==> src/rtl/clk_reset_gen.sv <==
// Clock-enable / toggle divider bank with a stretched synchronous reset and locked flag.
// Optional build macro CLKGEN_RESYNC_EN adds a resync input that phase-aligns all channels.
module clk_reset_gen #(
   parameter int NUM_CH      = 2,
   parameter int DIV_W       = 16,
   parameter int DEFAULT_DIV = 15,
   parameter int RST_HOLD    = 4
) (
   input  logic              clk,
   input  logic              reset,
   input  logic              div_wr_en,
   input  logic [2:0]        div_wr_ch,
   input  logic [DIV_W-1:0]  div_wr_data,
`ifdef CLKGEN_RESYNC_EN
   input  logic              resync,
`endif
   output logic [NUM_CH-1:0] ce_out,
   output logic [NUM_CH-1:0] clk_div_out,
   output logic              rst_out,
   output logic              locked
);

   localparam logic [DIV_W-1:0] DEF_DIV  = DIV_W'(DEFAULT_DIV);
   localparam logic [7:0]       HOLD_LIM = 8'(RST_HOLD);

   typedef enum logic [1:0] {
      S_ASSERT,
      S_HOLD,
      S_RUN
   } state_t;

   state_t     r_state;
   state_t     w_state_nxt;
   logic [7:0] r_hold_cnt;
   logic [7:0] w_hold_nxt;
   logic [7:0] w_hold_inc;
   logic       r_rst_out;
   logic       w_rst_nxt;
   logic       r_locked;

   always_ff @(posedge clk) begin
      if (reset) begin
         r_state    <= S_ASSERT;
         r_hold_cnt <= '0;
         r_rst_out  <= 1'b1;
         r_locked   <= 1'b0;
      end else begin
         r_state    <= w_state_nxt;
         r_hold_cnt <= w_hold_nxt;
         r_rst_out  <= w_rst_nxt;
         r_locked   <= ~w_rst_nxt;
      end
   end

   // Counts edges with reset low; RST_HOLD of 0 or 1 both release on the first such edge.
   always_comb begin
      w_state_nxt = r_state;
      w_hold_nxt  = r_hold_cnt;
      w_rst_nxt   = r_rst_out;
      w_hold_inc  = r_hold_cnt + 8'd1;
      case (r_state)
         S_ASSERT, S_HOLD: begin
            w_hold_nxt = w_hold_inc;
            if (w_hold_inc >= HOLD_LIM) begin
               w_state_nxt = S_RUN;
               w_rst_nxt   = 1'b0;
            end else begin
               w_state_nxt = S_HOLD;
               w_rst_nxt   = 1'b1;
            end
         end
         S_RUN: begin
            w_rst_nxt = 1'b0;
         end
         default: begin
            w_state_nxt = S_ASSERT;
            w_rst_nxt   = 1'b1;
         end
      endcase
   end

   assign rst_out = r_rst_out;
   assign locked  = r_locked;

   logic w_resync;
   logic r_resync_d;

`ifdef CLKGEN_RESYNC_EN
   assign w_resync = resync & ~r_rst_out;

   // Suppresses ce_out in the cycle following a resync, even for D=0 channels.
   always_ff @(posedge clk) begin
      if (reset) begin
         r_resync_d <= 1'b0;
      end else begin
         r_resync_d <= w_resync;
      end
   end
`else
   assign w_resync   = 1'b0;
   assign r_resync_d = 1'b0;
`endif

   for (genvar i = 0; i < NUM_CH; i++) begin : g_ch
      logic [DIV_W-1:0] r_cnt;
      logic [DIV_W-1:0] r_div_act;
      logic [DIV_W-1:0] r_div_shd;
      logic             r_clk_div;
      logic             w_wr_hit;
      logic             w_wrap;
      logic [DIV_W-1:0] w_shd_nxt;

      assign w_wr_hit  = div_wr_en && (div_wr_ch == 3'(i));
      assign w_wrap    = (r_cnt == r_div_act);
      // A write landing on the wrap edge goes straight into the active divisor.
      assign w_shd_nxt = w_wr_hit ? div_wr_data : r_div_shd;

      assign ce_out[i]      = ~r_rst_out & ~r_resync_d & w_wrap;
      assign clk_div_out[i] = r_clk_div;

      always_ff @(posedge clk) begin
         if (reset) begin
            r_cnt     <= '0;
            r_div_act <= DEF_DIV;
            r_div_shd <= DEF_DIV;
            r_clk_div <= 1'b0;
         end else begin
            r_div_shd <= w_shd_nxt;
            if (r_rst_out) begin
               r_cnt     <= '0;
               r_clk_div <= 1'b0;
            end else if (w_resync) begin
               r_cnt     <= '0;
               r_clk_div <= 1'b0;
               r_div_act <= w_shd_nxt;
            end else if (w_wrap) begin
               r_cnt     <= '0;
               r_clk_div <= ~r_clk_div;
               r_div_act <= w_shd_nxt;
            end else begin
               r_cnt <= r_cnt + DIV_W'(1);
            end
         end
      end
   end

endmodule

==> config.mk <==
export PLATFORM = sky130hd
export DESIGN_NAME = clk_reset_gen
export DESIGN_NICKNAME = d
export VERILOG_FILES = /design/src/rtl/clk_reset_gen.sv
export SDC_FILE = /design/constraint.sdc
export NUM_CORES = 1
export LEC_CHECK = 0
export CAP_MARGIN = 20
export CORE_MARGIN = 4
export CORE_UTILIZATION = 59
export DETAILED_ROUTE_END_ITERATION = 10
export PLACE_DENSITY = 0.81
export SYNTH_ARGS = -nofsm -noshare
export SYNTH_HDL_FRONTEND = slang
export SYNTH_SLANG_ARGS = --single-unit
==> constraint.sdc <==
create_clock -name clk -period 2.5 [get_ports clk]
set_clock_uncertainty 0.15 [all_clocks]
set_input_delay 0.5 -clock clk [delete_from_list [all_inputs] [get_ports clk]]
set_output_delay 0.5 -clock clk [all_outputs]
set_load 0.1 [all_outputs]
Word level (Yosys, flattened, before mapping)
Index checks and enable logic that the tools add are counted.

storage, ports and cells
  register bits = 110
  input bits = 22

cells by class
  $add $sub $neg = 3
  magnitude comparators = 1
  eq/ne operators = 5
  mux-type cells = 6
  bitwise logic cells = 6
  reductions and logical operators = 10

operators by type and width
  operator                 count
  $add A16 B1 Y16 const B  2
  $eq A16 B16 Y1           2
  $mux W16                 2
  $add A8 B1 Y8 const B    1
  $ge A8 B3 Y1 const B     1
  $reduce_or A3 Y1         2
  $not A1 Y1               4
  $pmux W2 S2              1
  $reduce_and A2 Y1        2
  $reduce_or A2 Y1         2
  $eq A3 B1 Y1 const B     1
  $logic_not A3 Y1         1
  $and A1 B1 Y1            2
  $eq A2 B1 Y1 const B     1
  $eq A2 B2 Y1 const B     1
  $logic_and A1 B1 Y1      2
  $logic_not A2 Y1         1
  $mux W2                  1
  $pmux W1 S2              1
  $mux W1                  1

Logic depth before layout (Yosys ltp)
Gate-level depths: netlist of run 1.

  word-level depth = 5
  mapped depth = 7
  depth with buffers taken out = 6

Least setup slack after synthesis of run 1
Ideal clock, no wire load.

  path type = reg-to-output
  start point = register g_ch[1].r_cnt[7]
  end point = output ce_out[1]
  arrival = 1.571 ns
  required time = 1.850 ns
  setup slack = 0.279 ns
  cell stages (with the launch flop) = 7
  cell sequence = dfxtp_1 -> buf_6 -> xor2_1 -> nor4_2 -> nand4_4 -> nor2_8 -> buf_6

between the ends
  word-level cells in the longest chain between the ends = 2

ends and longest elaborated chain
  what                      RTL line  text
  start: declaration        105       logic [DIV_W-1:0] r_cnt;
  start signal: assignment  141       r_cnt <= r_cnt + DIV_W'(1);
  $eq A16 B16 Y1            114       assign w_wrap = (r_cnt == r_div_act);
  $and A1 B1 Y1             118       assign ce_out[i] = ~r_rst_out & ~r_resync_d & w_wrap;
  end: declaration          17        output logic [NUM_CH-1:0] ce_out,

Every way passes these cells.

Final worst setup path of run 1
  start point = register g_ch[0].r_div_act[6]
  end point = output ce_out[0]

between the ends
  word-level cells in the longest chain between the ends = 2

ends and longest elaborated chain
  what                      RTL line  text
  start: declaration        106       logic [DIV_W-1:0] r_div_act;
  start signal: assignment  135       r_div_act <= w_shd_nxt;
  start signal: assignment  139       r_div_act <= w_shd_nxt;
  $eq A16 B16 Y1            114
  $and A1 B1 Y1             118

Every way passes these cells.

==> summary.md, run 1 <==
| Metric | Value |
|---|---|
| Share of layout cells above drive strength 1 | 0.171 |
| Slew Viols, Final | 0 |
| Unrepaired setup endpoints after global routing | true |
| Syn Area/Cell | 9.45 µm² |
| TritonCTS Buffers | 9 |
| Max-cap violations | 0 |
| Finished Cell Area | 0.00548 mm² |
| Rel. slew slack | 0.577 |
| Worst skew pair latency | 360 ps |
| Drt wl/cell | 14.7 µm |
| Pleak | 2.21 nW |
| Seq/Total Area, Yosys | 0.463 |
| Synth Register Bits | 110 |
| Worst slack, placed | 115 ps |
| Worst-path cell chain | xor2_1, nor4_2, nand4_4, nor2_8, buf_12 |
| Placer congestion estimate | 0.802 |
| Clock root cell | clkbuf_8 |
| Fmax | 0.411 GHz |
| Pwr/cell area | 636 mW/mm² |
| Slowest cell on the critical path | nor4_2 |
| Grt ovf | 0 |
| Drt drc | 0 |
| Synth Net Count | 529 |
| Clock Pin Slew Worst Setup and Hold Paths | 100 ps |
| Clock net sink count | 110 |
| Largest net degree at the start of global routing | 52 |
| Final Setup Violations | 0 |
| H-tree levels | 3 |
| Fin crit period | 2440 ps |
| Detailed Route WL | 9390 µm |
| Mapped Cells | 503 |
| Synth-to-Final Area Change | 15.3% |
| CTS tree | done |
| Post-synth EDFFs | 0 |
| Type of the most critical hold path | reg2reg |
| CTS Buffer Depth | 2 |
| Crit path max fanout | 2 |
| Die height | 97.8 µm |
| Worst Path Class, Setup | reg2out |
| Tot GR Track Use | 0.199 |
| Final non-filler cell total | 641 |
| Worst Max-Slew Pin Slew | 634 ps |
| # diodes | 0 |
| Initial antenna violation count | 0 |
| Post-detail-place hpwl | 6600 µm |
| Final Hold Viols | 0 |
| CP arrival | 1790 ps |
| Placed Instances | 618 |
| Period utilisation layout | 0.974 |
| Placed cell areas | 0.00512 mm² |
| Vias per cell | 5.46 |
| Iteration-0 DRC count of the detailed router | 143 |
| CP Capture Type | output pin |
| Port Buffers | 27 |
| Io pins | 28 |
| First-pass GRT wire length | 15700 µm |
| Setup ws final | 64.9 ps |
| Ys flop type | dfxtp_1 |
| Critical path data required time | 1850 ps |
| Worst path max stage delay | 400 ps |
| Crit start category | flop |
| Ys Warns | 0 |
| Die width | 97.8 µm |
| Die Footprint | 0.00956 mm² |
| Fin Setup TNS | 0 ps |
| Run status | finished, final reports clean |
| Row Count | 32 |
| Synth cell types | 41 |
| Worst VDD drop | 0.000665 V |
| Core footprint | 0.00777 mm² |
| Initial Util | 0.612 |
| Mapped Area | 0.00475 mm² |
| Via Count | 3501 |
| DR pass1 iterations | 4 |
| Nets | 560 |
| Final ANT Viol Nets | 0 |
| Ys async rst share | 0 |
| Vias in the first global route | 3359 |
state kept, by name (all words and copies together) (netlist names):
| register | flops |
|---|---|
| r_hold_cnt | 8 |
| g_ch.r_clk_div | 2 |
| g_ch.r_div_act | 32 |
| g_ch.r_cnt | 32 |
| g_ch.r_div_shd | 32 |
| r_state | 2 |
| rst_out | 1 |
| locked | 1 |
cell usage in the layout (no fill, tap or decap), types with 2 or more instances in the layout:
cell,instances
nor2_1,49
nand4_4,2
xor2_2,4
bufinv_16,2
inv_1,2
buf_12,3
o22ai_1,8
clkdlybuf4s50_1,20
xor2_1,46
dfxtp_1,95
nor2b_1,26
nor4_4,4
nand3_1,12
clkinv_2,2
nand3b_1,9
nor3_1,9
nand4_1,6
a21bo_2,8
clkbuf_8,9
buf_4,21
o21ai_0,3
mux2_2,9
nor4_2,4
ha_1,4
and3_1,8
dfxtp_4,3
dfxtp_2,12
a211oi_1,2
nor2_8,2
nand2_1,77
mux2_1,15
xnor2_1,20
a21oi_1,25
logic make-up after synthesis:
family / Yosys count / synth area share
multiplexers: 25 / 0.0590
adder cells (fa/ha/maj): 4 / 0.0105
AND/OR/NAND/NOR: 218 / 0.246
XOR/XNOR: 70 / 0.129
buffers and inverters: 27 / 0.0282
flip-flops: 110 / 0.463
AO/OA/AOI/OAI: 49 / 0.0645
cell usage after synthesis, types with 2 or more instances:
cell,instances,area share
inv_1,2,0.0016
nand2_1,77,0.061
buf_6,3,0.0071
nand4_1,6,0.0079
buf_4,2,0.0032
nor2_1,49,0.039
buf_2,2,0.0021
clkbuf_1,18,0.014
nor2b_1,26,0.034
nand3_1,12,0.013
dfxtp_1,110,0.46
nand4_4,2,0.0089
nor2_8,2,0.0084
mux2_2,9,0.021
nor3_1,9,0.0095
and3_1,8,0.011
xor2_1,50,0.092
a21oi_1,25,0.026
a21bo_2,8,0.017
xnor2_1,20,0.037
o22ai_1,8,0.011
nor4_2,8,0.021
a211oi_1,2,0.0032
mux2_1,15,0.036
o21ai_0,3,0.0032
ha_1,4,0.011
nand3b_1,9,0.014
power breakdown:
part / internal [mW] / switching [mW] / leakage (nW) / total, mW
clock network: 0.563 / 0.571 / 0.106 / 1.13
registers: 1.81 / 0.0670 / 0.898 / 1.88
logic: 0.172 / 0.299 / 1.20 / 0.471
final timing paths:
kind | startpoint | endpoint | slack [ps] | cells after the start
setup / recovery | g_ch[0].r_div_act[6] | ce_out[0] | 60 | 5
hold / removal | g_ch[0].r_div_shd[4] | g_ch[0].r_div_shd[4] | 310 | 2
setup reg to reg | g_ch[1].r_cnt[14] | g_ch[1].r_div_act[8] | 220 | 8
hold reg to reg | g_ch[0].r_div_shd[4] | g_ch[0].r_div_shd[4] | 310 | 2
layout make-up:
type	instances	area, µm²
Sequential cell	110	2230
Fill cell	581	2280
Inverter	2	7.51
Clock inverter	6	86.3
Multi-Input combinational cell	366	2480
Timing Repair Buffer	45	423
Tap cell	102	128
Clock buffer	10	128
through the flow:
stage / util / hold WS (ps) / power [mW]
after floorplan: - / 285 / 2.24
after detailed placement: 0.660 / 299 / 2.39
final: 0.706 / 308 / 3.49
after CTS: 0.693 / 312 / 3.52
after global routing: 0.706 / 330 / 3.64
after global placement: 0.660 / 294 / 2.38
routing by layer:
metal	vias to the layer above	share of wire	global-route usage
met5	-	0	0
met4	0	0.012	0.0660
met1	1691	0.48	0.273
li1	1734	-	-
met2	66	0.48	0.321
met3	10	0.038	0.0329
what timing repair did:
item,4_1_cts,5_1_grt
hold buffers,0,0
pin swaps,6,9
buffers inserted,3,4
setup endpoints to repair,2,2
resized for setup,8,18
critical path: cells and delay by family, from the launching register on:
family | cells | cell delay [ps]
XOR/XNOR | 1 | 170
AND/OR/NAND/NOR | 3 | 730
buffers and inverters | 1 | 180
flip-flops | 1 | 340
(Power assumes the default switching activity.)
==> run 2, diff against run 1 <==
Settings changed: CORE_UTILIZATION 59 to 63, PLACE_DENSITY 0.81 to 0.86, RECOVER_POWER from default to 50, SLEW_MARGIN from default to 0.
Clock period 2.5 ns to 3.1 ns, I/O delays scaled along.
==> summary.md, run 2 (synthesis results as in run 1) <==
| Metric | Value |
|---|---|
| Fmax | 0.363 GHz |
| First-pass GRT wire length | 16000 µm (+1.8%) |
| Most frequent cells in the layout | dfxtp_1 (110), nand2_1 (77), xor2_1 (50) |
| Reported net switching power | 0.729 mW (-22%) |
| Seq pwr share | 0.545 (+0.005) |
| Pwr/cell area | 535 mW/mm² (-16%) |
| Drt wl/cell | 14.8 µm (+0.78%) |
| Die Footprint | 0.00900 mm² (-5.8%) |
| Vias per cell | 5.48 (+0.26%) |
| Row Count | 31 (-3.1%) |
| Placer congestion estimate | 0.781 (-2.6%) |
| Rel. slew slack | 0.226 (-0.351) |
| Slew Viols, Final | 0 (unchanged) |
| Period utilisation layout | 0.889 |
| # diodes | 0 (unchanged) |
| Initial Util | 0.652 (+0.0399) |
| Multi-input gate area | 0.00241 mm² (-3.0%) |
| Filler cells | 580 (-0.17%) |
| H-tree levels | 3 (unchanged) |
| Crit path max fanout | 8 (+6) |
| Detailed Route WL | 9250 µm (-1.6%) |
| Max-cap violations | 0 (unchanged) |
| Placed cell areas | 0.00505 mm² (-1.5%) |
| CP Capture Type | output pin |
| Vias in the first global route | 3377 (+0.54%) |
| Biggest regs | g_ch.r_cnt x32, g_ch.r_div_act x32, g_ch.r_div_shd x32 |
| Clock net sink count | 110 (unchanged) |
| Placed Instances | 607 (-1.8%) |
| Final Setup Violations | 0 (unchanged) |
| Die height | 94.9 µm (-3.0%) |
| Finished Cell Area | 0.00528 mm² (-3.7%) |
| Final ANT Viol Nets | 0 (unchanged) |
| Register-to-register setup slack | 760 ps (+540 ps) |
| Largest net degree at the start of global routing | 49 (-5.8%) |
| Worst Path Class, Setup | reg2out |
| Die width | 94.9 µm (-3.0%) |
| Via Count | 3428 (-2.1%) |
| Io pins | 28 (unchanged) |
| Clock share of power | 0.342 (+0.017) |
| Drt drc | 0 (unchanged) |
| Share of layout cells above drive strength 1 | 0.104 (-0.0663) |
| Worst skew pair latency | 360 ps (about the same) |
| Crit start category | flop |
| Pleak | 2.13 nW (-3.4%) |
| Critical path data required time | 2330 ps (+480 ps) |
| DR pass1 iterations | 4 (unchanged) |
| Leading cell type in the layout, fill and taps excluded | dfxtp_1 |
| Grt ovf | 0 (unchanged) |
| Synth-to-Final Area Change | 11.0% |
| Clock Pin Slew Worst Setup and Hold Paths | 100 ps (about the same) |
| Worst VDD drop | 0.000485 V (-27%) |
| TritonCTS Buffers | 9 (unchanged) |
| Combinational power share | 0.114 (-0.021) |
| Unrepaired setup endpoints after global routing | false |
| CP arrival | 1990 ps (+200 ps) |
| Run status | finished, final reports clean |
| Fin crit period | 2760 ps |
| Cts-stage hold buffer count | 0 (unchanged) |
| Worst Max-Slew Pin Slew | 1170 ps (+531 ps) |
| Clock root cell | clkbuf_8 |
| Core footprint | 0.00729 mm² (-6.1%) |
| Tot GR Track Use | 0.225 (+0.0264) |
| Fin Setup TNS | 0 ps (unchanged) |
| Final non-filler cell total | 626 (-2.3%) |
| Initial antenna violation count | 0 (unchanged) |
| Net Sw Frac | 0.258 (-0.0102) |
| Setup ws final | 343 ps (+278 ps) |
| CTS tree | done |
| Nets | 548 (-2.1%) |
| CTS Buffer Depth | 2 (unchanged) |
| Worst slack, placed | 453 ps (+338 ps) |
| Type of the most critical hold path | reg2reg |
| Internal power | 2.09 mW (-18%) |
| Post-detail-place hpwl | 6540 µm (-0.91%) |
| Final Hold Viols | 0 (unchanged) |
| Post-CTS resize count | 0 (-8) |
| FF/Latch Area | 0.00220 mm² (-1.2%) |
| Port Buffers | 27 (unchanged) |
| Iteration-0 DRC count of the detailed router | 131 (-8.4%) |
-- run 2: cell count changes in the layout (fill, tap and decap cells not counted), moves of 4 or more --
cell	change
nor4_4	-4
dfxtp_1	+15
buf_4	-16
xor2_1	+4
clkbuf_1	+4
nor4_2	+4
dfxtp_2	-12
xor2_2	-4
-- run 2: worst max-delay path, stage by stage (launching register included) --
cell	delay [ps]
dfxtp_1	460
xor2_1	130
nor4_2	390
nand4_4	270
nor2_8	190
buf_12	180
-- run 2: final cells by class --
type                    count  share of cell area
multi-input cells         366               0.456
flip-flops and latches    110               0.417
repair buffers             33              0.0574
clock buffers              13              0.0320
well taps                  99              0.0235
clock inverters             3              0.0123
inverters                   2             0.00142
-- run 2: power groups by stage --
stage | Combinational (mW) | Sequential (mW) | Clock (mW)
after global routing | 0.355 | 1.55 | 1.05
after floorplan | 0.180 | 1.62 | 0
final | 0.320 | 1.54 | 0.965
after global placement | 0.323 | 1.57 | 0
after detailed placement | 0.336 | 1.57 | 0
after CTS | 0.337 | 1.54 | 0.982
-- run 2: metrics by stage --
step           power (mW)  utilization  hold WS (ps)
2_1_floorplan        1.80            -           285
3_3_place_gp         1.89        0.692           291
3_5_place_dp         1.91        0.692           301
4_1_cts              2.86        0.724           314
5_1_grt              2.95        0.724           347
6_report             2.82        0.724           314
-- run 2: path summary, 6_finish.rpt --
| path | from | endpoint | cells after the start |
|---|---|---|---|
| min reg2reg | g_ch[0].r_div_shd[4] | g_ch[0].r_div_shd[4] | 2 |
| max reg2reg | g_ch[1].r_cnt[8] | g_ch[1].r_div_act[15] | 6 |
| max | g_ch[1].r_cnt[8] | ce_out[1] | 5 |
| min | g_ch[0].r_div_shd[4] | g_ch[0].r_div_shd[4] | 2 |
-- run 2: metal layers --
layer,track usage,routed length (µm)
met3,0.0510,507
met4,0.0541,79
met2,0.362,4280
met1,0.308,4380
met5,0,0
-- run 2: timing repair --
action                                  in CTS  in global routing
setup buffers                                0                  3
endpoints found under the setup margin       0                  2
hold endpoints to repair                     0                  0
